[src/rtl/pipe_stage_skid_pkg.sv]
// Shared pipeline definitions: skid-stage state encoding and default payload width.
package pipe_stage_skid_pkg;

  localparam int DEFAULT_WIDTH = 256;

  // The encoding doubles as the occupancy count presented on the stage output.
  typedef enum logic [1:0] {
    ST_EMPTY = 2'd0,
    ST_ONE   = 2'd1,
    ST_FULL  = 2'd2
  } skid_state_e;

endpackage

[src/rtl/pipe_stage_skid.sv]
// Two-entry skid-buffered pipeline register with registered in_ready, flush and
// a saturating stall counter; one instance per IF/ID, ID/EX, EX/MEM, MEM/WB.
module pipe_stage_skid
  import pipe_stage_skid_pkg::*;
#(
  parameter int               WIDTH         = DEFAULT_WIDTH,
  parameter logic [WIDTH-1:0] RESET_PAYLOAD = '0,
  parameter int               CNT_W         = 16
) (
  input  logic             clk,
  input  logic             reset,
  input  logic             flush,
  input  logic             in_valid,
  output logic             in_ready,
  input  logic [WIDTH-1:0] in_data,
  output logic             out_valid,
  input  logic             out_ready,
  output logic [WIDTH-1:0] out_data,
  output logic [1:0]       occupancy,
  output logic [CNT_W-1:0] stall_cnt
);

  skid_state_e      state_q, state_d;
  logic [WIDTH-1:0] main_q, main_d;
  logic [WIDTH-1:0] skid_q, skid_d;
  logic             in_ready_q, in_ready_d;
  logic [CNT_W-1:0] stall_q, stall_d;
  logic             acc_evt;
  logic             rel_evt;

  function automatic logic [CNT_W-1:0] sat_inc(input logic [CNT_W-1:0] v);
    return (v == '1) ? v : v + CNT_W'(1);
  endfunction

  assign out_valid = (state_q != ST_EMPTY);
  assign out_data  = main_q;
  assign occupancy = state_q;
  assign in_ready  = in_ready_q;
  assign stall_cnt = stall_q;
  assign acc_evt   = in_valid & in_ready_q;
  assign rel_evt   = out_valid & out_ready;

  always_comb begin
    state_d = state_q;
    main_d  = main_q;
    skid_d  = skid_q;
    stall_d = stall_q;

    // The stall counter observes the handshake even in a flush cycle.
    if (out_valid && !out_ready) stall_d = sat_inc(stall_q);

    if (flush) begin
      state_d = ST_EMPTY;
      main_d  = RESET_PAYLOAD;
      skid_d  = RESET_PAYLOAD;
    end else begin
      unique case (state_q)
        ST_EMPTY: begin
          if (acc_evt) begin
            state_d = ST_ONE;
            main_d  = in_data;
          end
        end
        ST_ONE: begin
          if (acc_evt && !rel_evt) begin
            state_d = ST_FULL;
            skid_d  = in_data;
          end else if (!acc_evt && rel_evt) begin
            state_d = ST_EMPTY;
          end else if (acc_evt && rel_evt) begin
            main_d  = in_data;
          end
        end
        ST_FULL: begin
          // in_ready is low here, so only a release can occur.
          if (rel_evt) begin
            state_d = ST_ONE;
            main_d  = skid_q;
          end
        end
        default: state_d = ST_EMPTY;
      endcase
    end

    // Registering the next-state comparison keeps out_ready off the in_ready path.
    in_ready_d = (state_d != ST_FULL);
  end

  always_ff @(posedge clk) begin
    if (reset) begin
      state_q    <= ST_EMPTY;
      main_q     <= RESET_PAYLOAD;
      skid_q     <= RESET_PAYLOAD;
      in_ready_q <= 1'b1;
      stall_q    <= '0;
    end else begin
      state_q    <= state_d;
      main_q     <= main_d;
      skid_q     <= skid_d;
      in_ready_q <= in_ready_d;
      stall_q    <= stall_d;
    end
  end

endmodule

[config.mk]
export PLATFORM = sky130hd
export DESIGN_NAME = pipe_stage_skid
export DESIGN_NICKNAME = d
export VERILOG_FILES = /design/src/rtl/pipe_stage_skid_pkg.sv /design/src/rtl/pipe_stage_skid.sv
export SDC_FILE = /design/constraint.sdc
export NUM_CORES = 1
export LEC_CHECK = 0
export ABC_CLOCK_PERIOD_IN_PS = 3300
export CAP_MARGIN = 20
export CORE_AREA = 2 2 210 212
export DETAILED_ROUTE_END_ITERATION = 16
export DIE_AREA = 0 0 212 214
export DONT_BUFFER_PORTS = 1
export GPL_ROUTABILITY_DRIVEN = 0
export PLACE_DENSITY_LB_ADDON = 0.25
export SYNTH_ARGS = -nofsm -noshare
export SYNTH_HDL_FRONTEND = slang
export SYNTH_SLANG_ARGS = --single-unit
[constraint.sdc]
create_clock -name clk -period 3.3 [get_ports clk]
set_input_delay 0.33 -clock clk [delete_from_list [all_inputs] [get_ports clk]]
set_output_delay 0.33 -clock clk [all_outputs]
set_load 0.02 [all_outputs]
* Word-level counts from Yosys, hierarchy flattened
Index checks and enable logic that the tools add are counted.
** Operators by class
- $add $sub $neg :: 1
- Eq/ne operators :: 9
- Muxes and demuxes :: 12
- Bitwise gates (word level) :: 3
- Reduce and logical (&&, ||, !) cells :: 14
** Operators with widths (count)
- 2-to-1 mux 256 bit :: 5
- case mux 256 bit (3 select lines) :: 1
- adder 16 x 1 -> 16 bit (second input constant) :: 1
- equality test 16 bit (second input constant) :: 1
- inequality test 2 bit (second input constant) :: 6
- 2-to-1 mux 2 bit :: 5
- case mux 2 bit (3 select lines) :: 1
- AND reduction 6 bit :: 1
- logical AND 1 bit :: 4
- AND reduction 2 bit :: 2
- logical NOT 1 bit :: 3
- nonzero test 3 bit :: 1
- AND 1 bit :: 2
- equality test 2 x 1 -> 1 bit (second input constant) :: 1
- equality test 2 bit (second input constant) :: 1
- logical NOT 2 bit :: 1
- nonzero test 2 bit :: 1
- OR reduction 2 bit :: 1
- inverter 1 bit :: 1
** Word-level totals
- Register bits :: 531
- Input bits :: 261
- Output and inout port bits :: 276
- Logic and storage cells :: 44

* Depth between registers and ports, before layout
Gate-level depths: netlist of run 1.
- Depth after elaboration :: 8
- Gate-level depth with buffers :: 8
- Mapped depth without buffers :: 5

* Worst setup path after synthesis of run 1
OpenSTA, ideal clock, no wires.
- Kind :: register to register
- From :: reg stall_q[5], in the netlist stall_cnt[5]
- To :: reg stall_q[13], in the netlist stall_cnt[13]
- Setup time :: 121 ps
- Arrival :: 1722 ps
- Required time :: 3179 ps
- Slack :: 1457 ps
- Cell stages (with the launch flop) :: 5
- Buffers on the path :: 0
- Period minus slack after synthesis :: 1843 ps
- Cell sequence :: dfxtp_1 -> nand4_2 -> or2_2 -> nor4_1 -> mux2_2
** On the way
- Word-level cells in the longest chain between the ends :: 3
- Elaborated cells between the ends (all ways) :: 4
- Classes of those cells :: add/sub (1); eq/ne (1); bitwise (1); reduce/logical (1)
** RTL lines
- start: declaration :: line pipe_stage_skid.sv:27 : logic [CNT_W-1:0] stall_q, stall_d;
- start signal: assignment :: line pipe_stage_skid.sv:101 : stall_q <= stall_d;
- branches (longest 3 deep; another with adder 16 x 1 -> 16 bit)
Parallel ways; which one is timed is not known.
A chain may end at the register's enable or synchronous reset.

* Final worst setup path of run 1
- From :: reg state_q[1], in the netlist occupancy[1]
- To :: reg main_q[15], in the netlist out_data[15]
** On the way
- Word-level cells in the longest chain between the ends :: 6
- Elaborated cells between the ends (all ways) :: 17
- Classes of those cells :: eq/ne (7); mux (1); bitwise (1); reduce/logical (8)
** RTL lines
- start: declaration :: line pipe_stage_skid.sv:23 : skid_state_e state_q, state_d;
- start signal: assignment :: line pipe_stage_skid.sv:97 : state_q <= state_d;
- nonzero test 2 bit :: line pipe_stage_skid.sv:35 : assign out_valid = (state_q != ST_EMPTY);
- AND 1 bit :: line pipe_stage_skid.sv:41 : assign rel_evt = out_valid & out_ready;
- logical NOT 1 bit :: line pipe_stage_skid.sv:65 : if (acc_evt && !rel_evt) begin
- logical AND 1 bit :: line pipe_stage_skid.sv:65
- inequality test 2 bit (no source line)
- AND reduction 6 bit (no source line)
- end signal: assignment :: line pipe_stage_skid.sv:98 : main_q <= main_d;
- end: declaration :: line pipe_stage_skid.sv:24 : logic [WIDTH-1:0] main_q, main_d;
Parallel ways exist; a longest one is shown, timed or not.

==> results of run 1 <==
## synthesized netlist by cell type, drive strengths merged, types with 3 or more instances
| cell type | instances |
|---|---|
| nand2 | 1030 |
| dfxtp | 531 |
| a21oi | 265 |
| nor3 | 262 |
| a311oi | 256 |
| buf | 134 |
| clkbuf | 127 |
| nor2 | 14 |
| mux2 | 8 |
| nor2b | 8 |
| a211oi | 5 |
| nand3 | 5 |
| or2 | 5 |
| inv | 4 |
| nor4 | 4 |
| nand2b | 3 |
| nand4 | 3 |
## what timing repair did
action | CTS | global route
buffers inserted | 0 | 0
hold endpoints to repair | 529 | 0
hold buffers | 258 | 0
## kinds of logic after synthesis
| kind of cell | Yosys count |
|---|---|
| buf+inv | 265 |
| xor+xnor | 1 |
| fa+ha+maj | 1 |
| simple gates | 1345 |
| flops | 531 |
| mux | 9 |
| compound gates | 536 |
## power groups by stage
stage	Combinational (mW)	Clock [mW]	Sequential, mW
5_1_grt	1.61	6.46	7.03
6_report	1.50	6.12	7.01
3_5_place_dp	1.17	0	7.15
4_1_cts	1.49	6.19	7.01
3_3_place_gp	1.14	0	7.14
2_1_floorplan	1.00	0	7.05
## layer usage
| metal | track usage, % | wire (µm) | up-vias |
|---|---|---|---|
| met1 | 33.46 | 25530 | 9799 |
| li1 | - | - | 9482 |
| met5 | 0 | 13 | - |
| met4 | 13.76 | 3305 | 2 |
| met3 | 10.50 | 7068 | 220 |
| met2 | 46.94 | 32730 | 921 |
## critical path: stages, from the launching register on
cell	delay, ns
dfxtp_1	0.80
nand2_1	0.20
a21oi_4	0.26
buf_12	0.59
nor3_1	0.19
a311oi_2	0.31
## worst max-delay path by stage
stage                                  to  slack (ns)  cells after the start                      start
3_3_place_gp    out_data[20]$_SDFFE_PP0P_        0.81                      5    occupancy[1]$_SDFF_PP0_
3_5_place_dp    out_data[61]$_SDFFE_PP0P_        0.72                      5    occupancy[1]$_SDFF_PP0_
2_1_floorplan  stall_cnt[13]$_SDFFE_PP0P_        1.46                      4  stall_cnt[5]$_SDFFE_PP0P_
5_1_grt         out_data[55]$_SDFFE_PP0P_        0.47                      5    occupancy[1]$_SDFF_PP0_
4_1_cts         out_data[61]$_SDFFE_PP0P_        0.70                      5    occupancy[1]$_SDFF_PP0_
6_report        out_data[15]$_SDFFE_PP0P_        0.54                      5    occupancy[1]$_SDFF_PP0_
## area by class of cell
type                            instances  area (µm²)
Fill cell                            3437       15610
Multi-Input combinational cell       1892       10880
Sequential cell                       531       10630
Timing Repair Buffer                  302        3238
Clock buffer                           92        1698
Tap cell                              585       732.0
Clock inverter                          8       72.57
Inverter                                4       15.01
Antenna cell                            6       15.01
## flip-flops by register name, summed over array words and instances (netlist names)
signal,cells
skid_q,256
in_ready,1
stall_cnt,16
out_data,256
occupancy,2
==> metrics.txt, run 1 <==
status=complete, no violations; pins over their slew limit=0; top cell type by total area after synthesis=dfxtp_1; placed cell areas=0.02291 mm²; Arrival @ worst endpoint=3.27 ns; share of cells above drive strength 1=13.64%; post-cts sizing count=0; clock root buffer=clkbuf_16; final setup fails=0; startpoint class of the critical path=flip-flop; final net count=3049; router iterations before antenna repair=7; pre-CTS setup slack=0.7202 ns; IO Count=537; cells after synthesis=2688; Int Power=10.77 mW; # DRC=0; H-tree lvl count=2; DR vias/cell=5.972; Max Clk Rate=0.3618 GHz; Synth cell types=46; WHS=0.02603 ns; initial antenna violation count=7; vias in the first global route=19420; Synth Area in Simple Gates=24.14%; Hold Crit Endpoint=in_ready$_SDFF_PP1_; post-synthesis compound-gate area fraction=22.81%; global-route wire length before repair=107100 µm; Most used DFF post-synth=dfxtp_1; Netlist Area Pre-Place=0.02283 mm²; Clock Sinks=531; area of the die=0.04537 mm²; r2r startpoint=occupancy[1]$_SDFF_PP0_; GR Util All Layers=28.81%; largest family of logic cells by synthesized area=simple AND/OR/NAND/NOR gates; reg2reg path depth=5; port bufs=0; via count=20420; setup ws final=0.5363 ns; CTS buffer count=56; row count=76; Avg WL per Cell=20.07 µm; Routed WL=68650 µm; period utilization=83.75%; CTS clock-pin slew for the worst setup and hold paths=0.06 ns; final instance area=0.02728 mm²; Max Cap Viol=0; Post-Syn Nets=2950; die width=212 µm; Initial Util=53.24%; Leak Pwr=9.011 nW; mux cell area share after synthesis=0.4384%; Switching Share=26.35%; Reg-to-Reg End=out_data[15]$_SDFFE_PP0P_; Cell Pwr Density=536.2 mW/mm²; fin cells=3420; number of synthesized flops with an enable pin=0; Logic pwr share=10.2%; TritonCTS clock tree=built; critical path capture point type=flip-flop; Critical Path RT=3.80 ns; setup_tns=0 ns; most frequent cells in the layout=nand2_1, dfxtp_1, a21oi_1; clock share of power=41.8%; Synth Area in Adders=0.05480%; Final Hold Vio Count=0; max_slew headroom=29.14%; maximum root-to-sink buffer count=3; Seq pwr share=47.9%; worst hold path class=primary input to flip-flop; ys async rst share=0%; hpwl dp=40950 µm; ANT nets after route=0; xor and xnor fraction of the mapped netlist area=0.03836%; WS Path Type=flip-flop to flip-flop; Synth Area per Inst=8.494 µm²; Total Power=14.63 mW; worst slew pin tran=1.063 ns; Congestion Overflow GR=0; post-synthesis register bit count=531; Yosys warnings=0; NetSw=3.854 mW; RSZ-0062 raised after global routing=false; die height=214 µm; reg2reg setup slack=0.54 ns; HP Start=out_ready; final worst path period need=2.764 ns; placed cells=3056; initial drt markers=2021; Yosys top cell area share=46.56%; core area=0.04289 mm²; fin util=63.60%; commonest non-fill, non-tap cell in the layout=nand2_1; Clock Skews=0.01273 ns; worst vdd ir=0.5636 mV; area delta synth->final=19.46%; Worst Hold Path Cells=2; worst-path fanout max=181; Area contributors post-synth=dfxtp_1, nand2_1, a311oi_2; largest net degree at the start of global routing=182; clk_lat worst skew=0.60 ns; register area share after synthesis=46.56%
(Power assumes the default switching activity.)
==> run 2, diff against run 1 <==
ABC_CLOCK_PERIOD_IN_PS = 2850   (was 3300)
clock period = 2.85 ns   (was 3.3 ns; I/O delays follow)
==> run 2 against run 1 <==
Compared with the run above: sequential share of layout area decreased by 0.17 points; routed wire length shrank 0.24%; highest routed layer is now met4; critical path type unchanged; via count grew 0.23%; critical path depth grew 1; critical endpoint is now out_data[110]$_SDFFE_PP0P_; clock power grew 18%; largest cell class unchanged; cell count about the same; maximum frequency is 11% higher; hold slack improved by 0.058 ns; setup slack got worse by 0.17 ns.
==> metrics.txt, run 2 (same netlist as run 1, synthesis figures left out) <==
GR Util All Layers=28.68% (was 28.81%); met2 Usage GRT=46.23% (was 46.94%); Arrival @ worst endpoint=2.99 ns (was 3.27 ns); pins over their slew limit=0 (unchanged); initial antenna violation count=8 (was 7); hold buffers post-CTS=259 (was 258); final worst path period need=2.480 ns (was 2.764 ns); # DRC=0 (unchanged); status=complete, no violations (unchanged); area delta synth->final=20.00% (was 19.46%); worst slew pin tran=0.8043 ns (was 1.063 ns); Post-CTS Setup Bufs=0 (unchanged); reg2reg setup slack=0.37 ns (was 0.54 ns); post-cts sizing count=0 (unchanged); Max Cap Viol=0 (unchanged); worst-path fanout max=96 (was 181); share of cells above drive strength 1=13.89% (was 13.64%); ANT nets after route=0 (unchanged); global-route met3 utilization=10.25% (was 10.50%); r2r startpoint=in_ready$_SDFF_PP1_ (was occupancy[1]$_SDFF_PP0_); CTS clock-pin slew for the worst setup and hold paths=0.06 ns (about the same); max_slew headroom=46.20% (was 29.14%); row count=76 (unchanged); fin cells=3423 (was 3420); RSZ-0062 raised after global routing=false (unchanged); final net count=3051 (was 3049); die width=212 µm (unchanged); Clock Skews=0.01979 ns (was 0.01273 ns); Hold Crit Endpoint=stall_cnt[3]$_SDFFE_PP0P_ (was in_ready$_SDFF_PP1_); Initial Util=53.24% (unchanged); maximum root-to-sink buffer count=3 (unchanged); via count=20470 (was 20420); Avg WL per Cell=20.01 µm (was 20.07 µm); global-route wire length before repair=106700 µm (was 107100 µm); Max Clk Rate=0.4032 GHz (was 0.3618 GHz); hpwl dp=40910 µm (was 40950 µm); IO Count=537 (unchanged); worst vdd ir=0.4923 mV (was 0.5636 mV); Critical Path RT=3.36 ns (was 3.80 ns); final setup fails=0 (unchanged); reg2reg path depth=6 (was 5); router iterations before antenna repair=7 (unchanged); commonest non-fill, non-tap cell in the layout=nand2_1 (unchanged); HP Start=out_ready (unchanged); port bufs=0 (unchanged); Routed WL=68490 µm (was 68650 µm); largest net degree at the start of global routing=137 (was 182); die height=214 µm (unchanged); vias in the first global route=19550 (was 19420); Clock Sinks=531 (unchanged); Leak Pwr=9.071 nW (was 9.011 nW); initial drt markers=1810 (was 2021); period utilization=87.01% (was 83.75%); critical path capture point type=flip-flop (unchanged); clk_lat worst skew=0.60 ns (about the same); worst hold path class=primary input to flip-flop (unchanged); DR vias/cell=5.980 (was 5.972); WHS=0.08448 ns (was 0.02603 ns); core area=0.04289 mm² (unchanged); met1 Resource Use GR=33.53% (was 33.46%); most frequent cells in the layout=nand2_1, dfxtp_1, a21oi_1 (unchanged); startpoint class of the critical path=flip-flop (unchanged); placed cells=3059 (was 3056); area of the die=0.04537 mm² (unchanged); WS Path Type=flip-flop to flip-flop (unchanged); busiest grt layer=met2 (unchanged); Congestion Overflow GR=0 (unchanged); placed cell areas=0.02297 mm² (was 0.02291 mm²); clock root buffer=clkbuf_16 (unchanged); Cell Pwr Density=623.4 mW/mm² (was 536.2 mW/mm²); fin util=63.89% (was 63.60%); CTS buffer count=54 (was 56); TritonCTS clock tree=built (unchanged); Final Hold Vio Count=0 (unchanged); Reg-to-Reg End=out_data[110]$_SDFFE_PP0P_ (was out_data[15]$_SDFFE_PP0P_); final instance area=0.02740 mm² (was 0.02728 mm²); H-tree lvl count=2 (unchanged); Worst Hold Path Cells=3 (was 2); setup_tns=0 ns (unchanged)
run 2: cell count changes in the layout (fill, tap and decap cells not counted), sizes merged:
cell	previous run	this run
diode	6	9
dlygate4sd3	258	259
clkbuf	92	85
buf	44	47
inv	5	4
bufinv	1	3
clkinv	6	8
run 2: metal layers:
metal / up-vias / share of wire [%]
met1: 9838 / 38
met4: 0 / 5.0
li1: 9513 / -
met5: - / 0
met2: 894 / 47
met3: 226 / 9.9
run 2: cell type report:
class | instances | area (µm²)
fillers | 3408 | 15490
multi-input cells | 1892 | 10880
flip-flops and latches | 531 | 10630
repair buffers | 306 | 3308
clock buffers | 85 | 1682
well taps | 585 | 732.0
clock inverters | 11 | 133.9
diodes | 9 | 22.52
inverters | 4 | 15.01
run 2: how the worst max path moves through the flow:
stage | depth (start not counted) | to | startpoint | slack [ns]
finish | 6 | out_data[110]$_SDFFE_PP0P_ | in_ready$_SDFF_PP1_ | 0.37
global route | 6 | out_data[123]$_SDFFE_PP0P_ | in_ready$_SDFF_PP1_ | 0.29
CTS | 6 | out_data[127]$_SDFFE_PP0P_ | in_ready$_SDFF_PP1_ | 0.41
detailed placement | 6 | out_data[110]$_SDFFE_PP0P_ | in_ready$_SDFF_PP1_ | 0.43
global placement | 6 | out_data[81]$_SDFFE_PP0P_ | in_ready$_SDFF_PP1_ | 0.49
floorplan | 4 | stall_cnt[13]$_SDFFE_PP0P_ | stall_cnt[5]$_SDFFE_PP0P_ | 1.01
run 2: worst max-delay path: stages, from the launching register on:
cell and delay [ns]:
dfxtp_1 0.54, nand2_1 0.19, nor3b_4 0.28, buf_12 0.36, buf_12 0.44, nor3_1 0.14, a311oi_2 0.29
run 2: through the flow:
step / worst slack (ns) / power [mW]
floorplan: 1.007 / 9.326
finish: 0.3701 / 17.08
CTS: 0.4075 / 17.14
detailed placement: 0.4342 / 9.624
global route: 0.2932 / 17.65
global placement: 0.4891 / 9.583
run 2: where the power goes:
part / switching [mW] / internal, mW / total, mW
clock network: 2.94 / 4.29 / 7.24
logic: 1.04 / 0.695 / 1.73
registers: 0.463 / 7.65 / 8.11
==> run 3, diff against run 2 <==
SLEW_MARGIN = 0   (was unset)
==> results of run 3 <==
The final DEF is identical to that of run 2; final timing and power are the same.
